==> src/rtl/fetch_align_queue_pkg.sv <==
// rtl/fetch_align_queue_pkg.sv - shared types and helpers for the fetch queue/aligner
package fetch_align_queue_pkg;

  localparam int HW_W    = 16;
  localparam int ENTRY_W = HW_W + 32;

  // wires
  typedef struct packed {
    logic        redirect;
    logic [31:0] redirect_pc;
    logic        redirect_fence;
    logic        mem_ready;
    logic [31:0] mem_rdata;
    logic        out_stall;
  } fetch_queue_in_type;

  typedef struct packed {
    logic        mem_valid;
    logic [31:0] mem_addr;
    logic        mem_spec;
    logic        mem_fence;
    logic        out_valid;
    logic [31:0] out_pc;
    logic [31:0] out_instr;
  } fetch_queue_out_type;

  typedef struct packed {
    logic [31:0] fetch_pc;
    logic        pend;
    logic        drop;
    logic        spec_f;
    logic        fence_f;
  } fetch_queue_reg_type;

  typedef struct packed {
    logic [HW_W-1:0] hw;
    logic [31:0]     pc;
  } fetch_entry_type;

  function automatic fetch_queue_reg_type init_fetch_queue_reg(input logic [31:0] reset_pc);
    fetch_queue_reg_type v;
    v.fetch_pc = reset_pc;
    v.pend     = 1'b0;
    v.drop     = 1'b0;
    v.spec_f   = 1'b1;
    v.fence_f  = 1'b0;
    return v;
  endfunction

  // functions
  function automatic logic is_compressed(input logic [HW_W-1:0] hw);
    return hw[1:0] != 2'b11;
  endfunction

endpackage

==> src/rtl/fetch_align_queue_if.sv <==
// rtl/fetch_align_queue_if.sv - redirect, memory and decode-side signals of the fetch queue
interface fetch_align_queue_if;
  logic        redirect;
  logic [31:0] redirect_pc;
  logic        redirect_fence;
  logic        mem_valid;
  logic [31:0] mem_addr;
  logic        mem_spec;
  logic        mem_fence;
  logic        mem_ready;
  logic [31:0] mem_rdata;
  logic        out_valid;
  logic [31:0] out_pc;
  logic [31:0] out_instr;
  logic        out_stall;

  modport master (
    input  redirect, redirect_pc, redirect_fence, mem_ready, mem_rdata, out_stall,
    output mem_valid, mem_addr, mem_spec, mem_fence, out_valid, out_pc, out_instr
  );

  modport slave (
    output redirect, redirect_pc, redirect_fence, mem_ready, mem_rdata, out_stall,
    input  mem_valid, mem_addr, mem_spec, mem_fence, out_valid, out_pc, out_instr
  );
endinterface

==> src/rtl/fetch_align_ram.sv <==
// rtl/fetch_align_ram.sv - halfword+pc storage, two write ports and two read ports
module fetch_align_ram
  import fetch_align_queue_pkg::*;
#(
  parameter int DEPTH = 8,
  parameter int AW    = $clog2(DEPTH)
) (
  input  logic            clock,
  input  logic            we0,
  input  logic [AW-1:0]   waddr0,
  input  fetch_entry_type wdata0,
  input  logic            we1,
  input  logic [AW-1:0]   waddr1,
  input  fetch_entry_type wdata1,
  input  logic [AW-1:0]   raddr0,
  output fetch_entry_type rdata0,
  input  logic [AW-1:0]   raddr1,
  output logic [HW_W-1:0] rdata1_hw
);

  fetch_entry_type mem [DEPTH];

  // The two write addresses are always adjacent slots, so they never collide.
  always_ff @(posedge clock) begin
    if (we0) mem[waddr0] <= wdata0;
    if (we1) mem[waddr1] <= wdata1;
  end

  assign rdata0    = mem[raddr0];
  assign rdata1_hw = mem[raddr1].hw;

endmodule

==> src/rtl/fetch_align_queue.sv <==
// rtl/fetch_align_queue.sv - sequential fetch request generator and halfword instruction aligner
module fetch_align_queue
  import fetch_align_queue_pkg::*;
#(
  parameter int          DEPTH    = 8,
  parameter logic [31:0] RESET_PC = 32'h0
) (
  input logic                 clock,
  input logic                 reset,
  fetch_align_queue_if.master bus
);

  localparam int AW = $clog2(DEPTH);
  typedef logic [AW-1:0] ptr_t;
  typedef logic [AW:0]   cnt_t;

  fetch_queue_in_type  d_in;
  fetch_queue_out_type d_out;
  fetch_queue_reg_type r, rin;

  ptr_t            head, tail, head_n, tail_n;
  cnt_t            count, count_n, free;
  fetch_entry_type rd0, wr0, wr1;
  logic [HW_W-1:0] rd1_hw;
  logic            we0, we1, resp, accept, head_c, have_instr;
  logic [1:0]      push_n, pop_n;

  assign d_in = fetch_queue_in_type'{
    redirect:       bus.redirect,
    redirect_pc:    bus.redirect_pc,
    redirect_fence: bus.redirect_fence,
    mem_ready:      bus.mem_ready,
    mem_rdata:      bus.mem_rdata,
    out_stall:      bus.out_stall
  };

  always_comb begin
    free   = cnt_t'(DEPTH) - count;
    resp   = r.pend && d_in.mem_ready;
    accept = resp && !r.drop && !d_in.redirect;

    // fetch_pc already carries the halfword offset, so it is the pc of the first pushed entry.
    wr0.hw = r.fetch_pc[1] ? d_in.mem_rdata[31:16] : d_in.mem_rdata[15:0];
    wr0.pc = r.fetch_pc;
    wr1.hw = d_in.mem_rdata[31:16];
    wr1.pc = {r.fetch_pc[31:2], 2'b10};
    we0    = accept;
    we1    = accept && !r.fetch_pc[1];
    push_n = {1'b0, we0} + {1'b0, we1};

    head_c          = is_compressed(rd0.hw);
    have_instr      = head_c ? (count >= cnt_t'(1)) : (count >= cnt_t'(2));
    d_out.out_valid = have_instr && !d_in.redirect;
    d_out.out_pc    = d_out.out_valid ? rd0.pc : 32'h0;
    d_out.out_instr = !d_out.out_valid ? 32'h0 :
                      head_c ? {16'h0, rd0.hw} : {rd1_hw, rd0.hw};
    pop_n           = (d_out.out_valid && !d_in.out_stall) ? (head_c ? 2'd1 : 2'd2) : 2'd0;

    d_out.mem_valid = !r.pend && (free >= cnt_t'(2)) && !d_in.redirect;
    d_out.mem_addr  = {r.fetch_pc[31:2], 2'b00};
    d_out.mem_spec  = r.spec_f;
    d_out.mem_fence = r.fence_f;
  end

  always_comb begin
    rin     = r;
    head_n  = head + ptr_t'(pop_n);
    tail_n  = tail + ptr_t'(push_n);
    count_n = count + cnt_t'(push_n) - cnt_t'(pop_n);

    if (d_out.mem_valid) begin
      rin.pend    = 1'b1;
      rin.spec_f  = 1'b0;
      rin.fence_f = 1'b0;
    end

    if (resp) begin
      rin.pend = 1'b0;
      rin.drop = 1'b0;
      if (!r.drop) rin.fetch_pc = {r.fetch_pc[31:2] + 30'd1, 2'b00};
    end

    // A response still in flight at redirect time belongs to the old stream; mark it for discard.
    if (d_in.redirect) begin
      head_n      = '0;
      tail_n      = '0;
      count_n     = '0;
      rin.fetch_pc = d_in.redirect_pc;
      rin.spec_f  = 1'b1;
      rin.fence_f = d_in.redirect_fence;
      rin.pend    = r.pend && !d_in.mem_ready;
      rin.drop    = r.pend && !d_in.mem_ready;
    end
  end

  always_ff @(posedge clock) begin
    if (!reset) begin
      r     <= init_fetch_queue_reg(RESET_PC);
      head  <= '0;
      tail  <= '0;
      count <= '0;
    end else begin
      r     <= rin;
      head  <= head_n;
      tail  <= tail_n;
      count <= count_n;
    end
  end

  fetch_align_ram #(.DEPTH(DEPTH), .AW(AW)) u_ram (
    .clock     (clock),
    .we0       (we0 && reset),
    .waddr0    (tail),
    .wdata0    (wr0),
    .we1       (we1 && reset),
    .waddr1    (tail + ptr_t'(1)),
    .wdata1    (wr1),
    .raddr0    (head),
    .rdata0    (rd0),
    .raddr1    (head + ptr_t'(1)),
    .rdata1_hw (rd1_hw)
  );

  assign bus.mem_valid = d_out.mem_valid;
  assign bus.mem_addr  = d_out.mem_addr;
  assign bus.mem_spec  = d_out.mem_spec;
  assign bus.mem_fence = d_out.mem_fence;
  assign bus.out_valid = d_out.out_valid;
  assign bus.out_pc    = d_out.out_pc;
  assign bus.out_instr = d_out.out_instr;

endmodule
==> src/flat_wrapper.sv <==
// flat-port wrapper written by rule: the top's interface ports become plain ports
module fetch_align_queue_flat import fetch_align_queue_pkg::*;
#(
  parameter int          DEPTH    = 8,
  parameter logic [31:0] RESET_PC = 32'h0
)
  (clock, reset, bus_redirect, bus_redirect_pc, bus_redirect_fence, bus_mem_ready, bus_mem_rdata, bus_out_stall, bus_mem_valid, bus_mem_addr, bus_mem_spec, bus_mem_fence, bus_out_valid, bus_out_pc, bus_out_instr);
  fetch_align_queue_if bus_i ();
  input logic clock;
  input logic reset;
  input wire logic [$bits(bus_i.redirect)-1:0] bus_redirect;
  input wire logic [$bits(bus_i.redirect_pc)-1:0] bus_redirect_pc;
  input wire logic [$bits(bus_i.redirect_fence)-1:0] bus_redirect_fence;
  input wire logic [$bits(bus_i.mem_ready)-1:0] bus_mem_ready;
  input wire logic [$bits(bus_i.mem_rdata)-1:0] bus_mem_rdata;
  input wire logic [$bits(bus_i.out_stall)-1:0] bus_out_stall;
  output wire logic [$bits(bus_i.mem_valid)-1:0] bus_mem_valid;
  output wire logic [$bits(bus_i.mem_addr)-1:0] bus_mem_addr;
  output wire logic [$bits(bus_i.mem_spec)-1:0] bus_mem_spec;
  output wire logic [$bits(bus_i.mem_fence)-1:0] bus_mem_fence;
  output wire logic [$bits(bus_i.out_valid)-1:0] bus_out_valid;
  output wire logic [$bits(bus_i.out_pc)-1:0] bus_out_pc;
  output wire logic [$bits(bus_i.out_instr)-1:0] bus_out_instr;
  assign bus_i.redirect = bus_redirect;
  assign bus_i.redirect_pc = bus_redirect_pc;
  assign bus_i.redirect_fence = bus_redirect_fence;
  assign bus_i.mem_ready = bus_mem_ready;
  assign bus_i.mem_rdata = bus_mem_rdata;
  assign bus_i.out_stall = bus_out_stall;
  assign bus_mem_valid = bus_i.mem_valid;
  assign bus_mem_addr = bus_i.mem_addr;
  assign bus_mem_spec = bus_i.mem_spec;
  assign bus_mem_fence = bus_i.mem_fence;
  assign bus_out_valid = bus_i.out_valid;
  assign bus_out_pc = bus_i.out_pc;
  assign bus_out_instr = bus_i.out_instr;
  fetch_align_queue #(.DEPTH(DEPTH), .RESET_PC(RESET_PC)) u_core (.clock(clock), .reset(reset), .bus(bus_i));
endmodule
==> config.mk <==
export PLATFORM = sky130hd
export DESIGN_NAME = fetch_align_queue_flat
export DESIGN_NICKNAME = d
export VERILOG_FILES = /design/src/rtl/fetch_align_queue_pkg.sv /design/src/rtl/fetch_align_queue_if.sv /design/src/rtl/fetch_align_ram.sv /design/src/rtl/fetch_align_queue.sv /design/src/flat_wrapper.sv
export SDC_FILE = /design/constraint.sdc
export NUM_CORES = 1
export LEC_CHECK = 0
export BUFFER_PORTS_ARGS = -buffer_cell sky130_fd_sc_hd__clkbuf_2
export CORE_MARGIN = 2
export CORE_UTILIZATION = 60
export DETAILED_ROUTE_END_ITERATION = 8
export PLACE_DENSITY = 0.86
export SYNTH_ARGS = -nofsm -noshare
export SYNTH_HDL_FRONTEND = slang
export SYNTH_SLANG_ARGS = --single-unit
export TNS_END_PERCENT = 10
==> constraint.sdc <==
create_clock -name clock -period 8 [get_ports clock]
set_clock_uncertainty 0.05 [all_clocks]
set_input_delay 1.6 -clock clock [delete_from_list [all_inputs] [get_ports clock]]
set_output_delay 1.6 -clock clock [all_outputs]
set_load 0.01 [all_outputs]
* Yosys cells after proc, flatten, opt, wreduce, memory -nomap -nowiden
Memories as Yosys holds them, arrays and structs flattened. A register that Yosys moved wholly into a read port is not among the register bits. Index checks and enable logic that the tools add are counted.
Cells by class: $add $sub $neg 9, order comparisons 3, bitwise operators 1, equal/unequal tests 2, muxes and demuxes 17, reductions and logical operators 22
Operator list (count):
- $mux W32 | 4
- $mux W36 | 1
- $mux W34 | 1
- $add A30 B1 Y30 const B | 1
- $mux W16 | 1
- $logic_and A1 B1 Y1 | 11
- $ge A4 B2 Y1 const B | 2
- $add A3 B1 Y3 const B | 2
- $add A3 B2 Y3 | 2
- $logic_not A1 Y1 | 6
- $mux W1 | 6
- $mux W2 | 3
- $add A4 B2 Y4 | 1
- $ge A4 B1 Y1 const B | 1
- $ne A2 B2 Y1 const B | 2
- $reduce_bool A2 Y1 | 2
- $sub A4 B2 Y4 | 1
- $sub A4 B4 Y4 const A | 1
- $mux W3 | 1
- $reduce_bool A3 Y1 | 1
- $add A1 B1 Y2 | 1
- $reduce_and A2 Y1 | 1
- $reduce_or A2 Y1 | 1
- $not A1 Y1 | 1
Storage, ports and cells: output and inout port bits 100, memories kept 1, bits in writable memories 384, bits in registers 46
Memory list:
- u_core.u_ram.mem | words 8, width 48, rd ports 2, clocked after memory_dff 1, wr ports 2, line fetch_align_ram.sv:21 | fetch_entry_type mem [DEPTH];

* Depth between registers and ports, before layout
depth after elaboration 7, gate-level depth with buffers 13

* Modules after synthesis
A second synthesis with hierarchy kept.
Second synthesis, totals: cell total of the unflattened synthesis 1521, area, all modules 23871.6 µm²
Modules (own cells, without submodules):
- fetch_align_ram | area an instance 20214.4 µm², cells each 1059, instances 1, sequential area each 11531.1 µm²
- fetch_align_queue | area an instance 3657.3 µm², cells each 462, instances 1, sequential area each 920.9 µm²

* Least setup slack after synthesis
OpenSTA, ideal clock, no wires.
kind input to output, start input bus_redirect, end output bus_out_instr[1], slack 3579 ps, arrival 2771 ps, cell stages on the path 4, cells stage by stage clkbuf_1 > clkbuf_1 > clkbuf_1 > a2111oi_0
On the way: longest elaborated chain between the ends 3
Ends and longest elaborated chain:
- start: declaration | line flat_wrapper.sv:11 | input wire logic [$bits(bus_i.redirect)-1:0] bus_redirect;
- $logic_not A1 Y1 | line fetch_align_queue.sv:53 | d_out.out_valid = have_instr && !d_in.redirect;
- $logic_and A1 B1 Y1 | line fetch_align_queue.sv:53
- $mux W32 | line fetch_align_queue.sv:55 | d_out.out_instr = !d_out.out_valid ? 32'h0 :
- end: declaration | line flat_wrapper.sv:23 | output wire logic [$bits(bus_i.out_instr)-1:0] bus_out_instr;
Every way passes these cells.

==> flow_summary_export.csv <==
group,metric,value,unit
place,place_congestion,0.881,
timing,min_period_over_period,71.3,%
clock_tree,htree_levels,2,
timing,grt_setup_unrepaired,"no",
layout,fin_cells,2199,
floorplan,die_y,197,um
clock_tree,cts_tree,"built",
yosys,netlist_area,22400,sq um
critical_path,arrival,4050,ps
drt,routed_wl,57500,um
yosys,synthArstFlopShare,0,%
drt,via_per_inst,6.87,
global_route,grt_usage,30.1,%
yosys,netlist_instances,1649,
global_route,grt_pass1_vias,15300,
drt,vias,15100,
place,dp_cells,2116,
drt,ant_nets,0,
clock_tree,cts_setup_buffers,0,
clock_tree,clk_latency,580,ps
timing,drv_slew,0,
timing,setup_tns,0,ps
global_route,grt_pass1_wl,88300,um
global_route,grt_max_degree,62,
layout,drive_gt1_share,27.7,%
timing,finalCriticalPeriod,5700,ps
floorplan,io_pins,170,
critical_path,cp_cell_sequence,"mux4_2 > mux2i_1 > or4_4 > buf_4 > a21oi_1 > clkbuf_2",
yosys,ys_seq_elements,430,
job,max_cap_viol_count,0,
timing,worstMarginPinSlew,1390,ps
layout,nets,1784,
critical_path,worstPathRequired,6350,ps
clock_tree,cts_max_path_buffers,3,
run_status,status,"finished clean",
yosys,yosys_warnings,0,
drt,wl_per_cell,26.2,um
yosys,yosys_most_used_dff,"edfxtp_1",
layout,diodes,0,
timing,slew_headroom,7.36,%
clock_tree,cts_buffers,44,
drt,drtPass1Iterations,7,
critical_path,criticalPathCategory,"flip-flop to output pin",
floorplan,dieWidth,197,um
power_and_ir_drop,irDropWorstVdd,130,uV
clock_tree,cts.repair.resized,0,
global_route,grt_overflow_total,0,
clock_tree,postCtsHoldBufs,0,
floorplan,dieArea,39000,sq um
critical_path,crit_path_end_kind,"output pin",
timing,max_freq,0.175,GHz
yosys,synth-edff-count,368,
timing,layout_setup_ws,2300,ps
place,dp_hpwl,34900,um
yosys,ys_types,60,
clock_tree,clkTransAtPathRegs,60,ps
floorplan,rows,70,
layout,finalCoreUtilization,67.2,%
clock_tree,cts_root_buffer,"clkbuf_16",
place,dpl_worst_slack,2220,ps
power_and_ir_drop,p_leak,8.75,nW
timing,finalSetupViolCount,0,
drt,drt_iter0_drc,1769,
power_and_ir_drop,power.density,193,nW/um^2
timing,hold_violations,0,
critical_path,crit_fanout,50,
clock_tree,cts_sinks,430,
critical_path,cp-start-kind,"flip-flop",
place,postPlaceCellArea,23300,sq um
floorplan,coreArea,36700,sq um
floorplan,start_util,61.1,%
yosys,synth-seq-area-share,54.8,%
yosys,synth.avg_cell_area,13.6,sq um
critical_path,cp_slowest_cell,"dfxtp_4",
global_route,antenna_found_initial,1,
layout,fillers,2416,
critical_path,cp_slowest_stage_delay,990,ps
layout,final_area,24700,sq um
layout,syn2layout_area_growth,9.98,%
place,io_buffers,167,
min_path,min_path_type,"flip-flop to flip-flop",
drt,drc,0,
-- synth_stat cells (9+ instances only) --
cell | n | share of area, %
nor2_1 | 49 | 0.82
edfxtp_1 | 368 | 49
buf_1 | 21 | 0.35
nand3_1 | 20 | 0.45
nand4_1 | 21 | 0.59
mux4_2 | 128 | 13
and2_1 | 238 | 6.6
a21oi_2 | 59 | 2.3
mux2i_1 | 71 | 3.2
buf_2 | 32 | 0.71
nand2_1 | 63 | 1.1
clkbuf_1 | 104 | 1.7
a21oi_1 | 13 | 0.29
a32oi_1 | 9 | 0.35
ha_1 | 15 | 0.84
o2bb2ai_1 | 128 | 5.0
nor3_1 | 20 | 0.45
inv_1 | 17 | 0.28
buf_4 | 34 | 1.1
dfxtp_1 | 62 | 5.5
o21ai_0 | 29 | 0.65
xnor2_1 | 11 | 0.43
-- registers in the layout (all words and copies together) (netlist names) --
| register | flops |
|---|---|
| u_core.bus.mem_addr | 30 |
| u_core.bus.mem_fence | 1 |
| u_core.bus.mem_spec | 1 |
| u_core.count | 4 |
| u_core.head | 3 |
| u_core.r | 4 |
| u_core.tail | 3 |
| u_core.u_ram.mem | 384 |
-- worst paths after layout --
| check | from | end | cells past startpoint | slack [ps] |
|---|---|---|---|---|
| max | u_core.head[0]$_SDFF_PP0_ | bus_out_pc[1] | 6 | 2300 |
| max reg2reg | u_core.head[0]$_SDFF_PP0_ | u_core.count[3]$_SDFF_PP0_ | 11 | 4090 |
| min | u_core.u_ram.mem[5][1]$_SDFFE_PP1P_ | u_core.u_ram.mem[5][1]$_SDFFE_PP1P_ | 1 | 420 |
| min reg2reg | u_core.u_ram.mem[5][1]$_SDFFE_PP1P_ | u_core.u_ram.mem[5][1]$_SDFFE_PP1P_ | 1 | 420 |
-- placed cells by master, fill, tap and decap left out, types with 8 or more instances in the layout --
cell type	count
xnor2_1	10
mux2i_1	71
buf_4	29
nor2_1	38
o21ai_0	29
nand2_1	63
ha_1	15
a31oi_1	8
a211o_1	8
a21oi_1	12
clkbuf_1	8
mux4_2	128
and2_1	238
o2bb2ai_1	128
clkbuf_16	45
a32oi_1	9
inv_1	17
clkinv_2	12
nand4_1	21
clkbuf_2	168
or3_1	8
dfxtp_1	59
or4_1	8
edfxtp_1	368
nor3_1	20
nand3_1	20
a21oi_2	59
-- per-stage QoR --
step	total power, W	hold WS, ps
after detailed placement	0.00276	397
after CTS	0.00476	411
after floorplan	0.00268	380
after global placement	0.00275	389
final	0.00475	420
after global routing	0.00486	441
-- routing by layer --
metal  GRT usage (%)  vias up  part of all wire (%)
met5               0        -                 0.026
met1            39.4     7415                    36
met3            5.48      205                    11
li1                -     6388                     -
met4            13.1        2                   4.1
met2            49.6     1090                    48
-- power breakdown --
group	leakage, nW	internal (W)	total (W)	switching [W]
Combinational	3.51	0.0000898	0.000250	0.000160
Clock	0.704	0.00116	0.00203	0.000874
Sequential	4.54	0.00242	0.00247	0.0000542
Total	8.75	0.00367	0.00475	0.00109
-- logic make-up (layout without fill, tap and decap cells) --
| family | Yosys count | in the layout | synth area share (%) |
|---|---|---|---|
| adder cells (fa/ha/maj) | 19 | 19 | 1.19 |
| AND/OR/NAND/NOR | 478 | 478 | 12.2 |
| buffers and inverters | 216 | 297 | 4.63 |
| XOR/XNOR | 18 | 18 | 0.736 |
| multiplexers | 201 | 201 | 16.2 |
| other | 1 | 2 | 0.0167 |
| flip-flops | 430 | 430 | 54.8 |
| AO/OA/AOI/OAI | 286 | 286 | 10.3 |
-- layout make-up --
cell class / count / area, sq um / area share, %
flip-flops and latches: 430 / 12300 / 49.9
inverters: 17 / 63.8 / 0.259
well taps: 468 / 586 / 2.37
multi-input cells: 1004 / 9230 / 37.4
clock inverters: 27 / 238 / 0.963
clock buffers: 55 / 1180 / 4.80
repair buffers: 198 / 1080 / 4.37
-- worst max-delay path: cells and delay by family (launching register included) --
kind / cells / cell delay [ps]
buf+inv: 2 / 960
mux: 2 / 960
flops: 1 / 990
compound gates: 1 / 160
simple gates: 1 / 380
(Power assumes the default switching activity.)
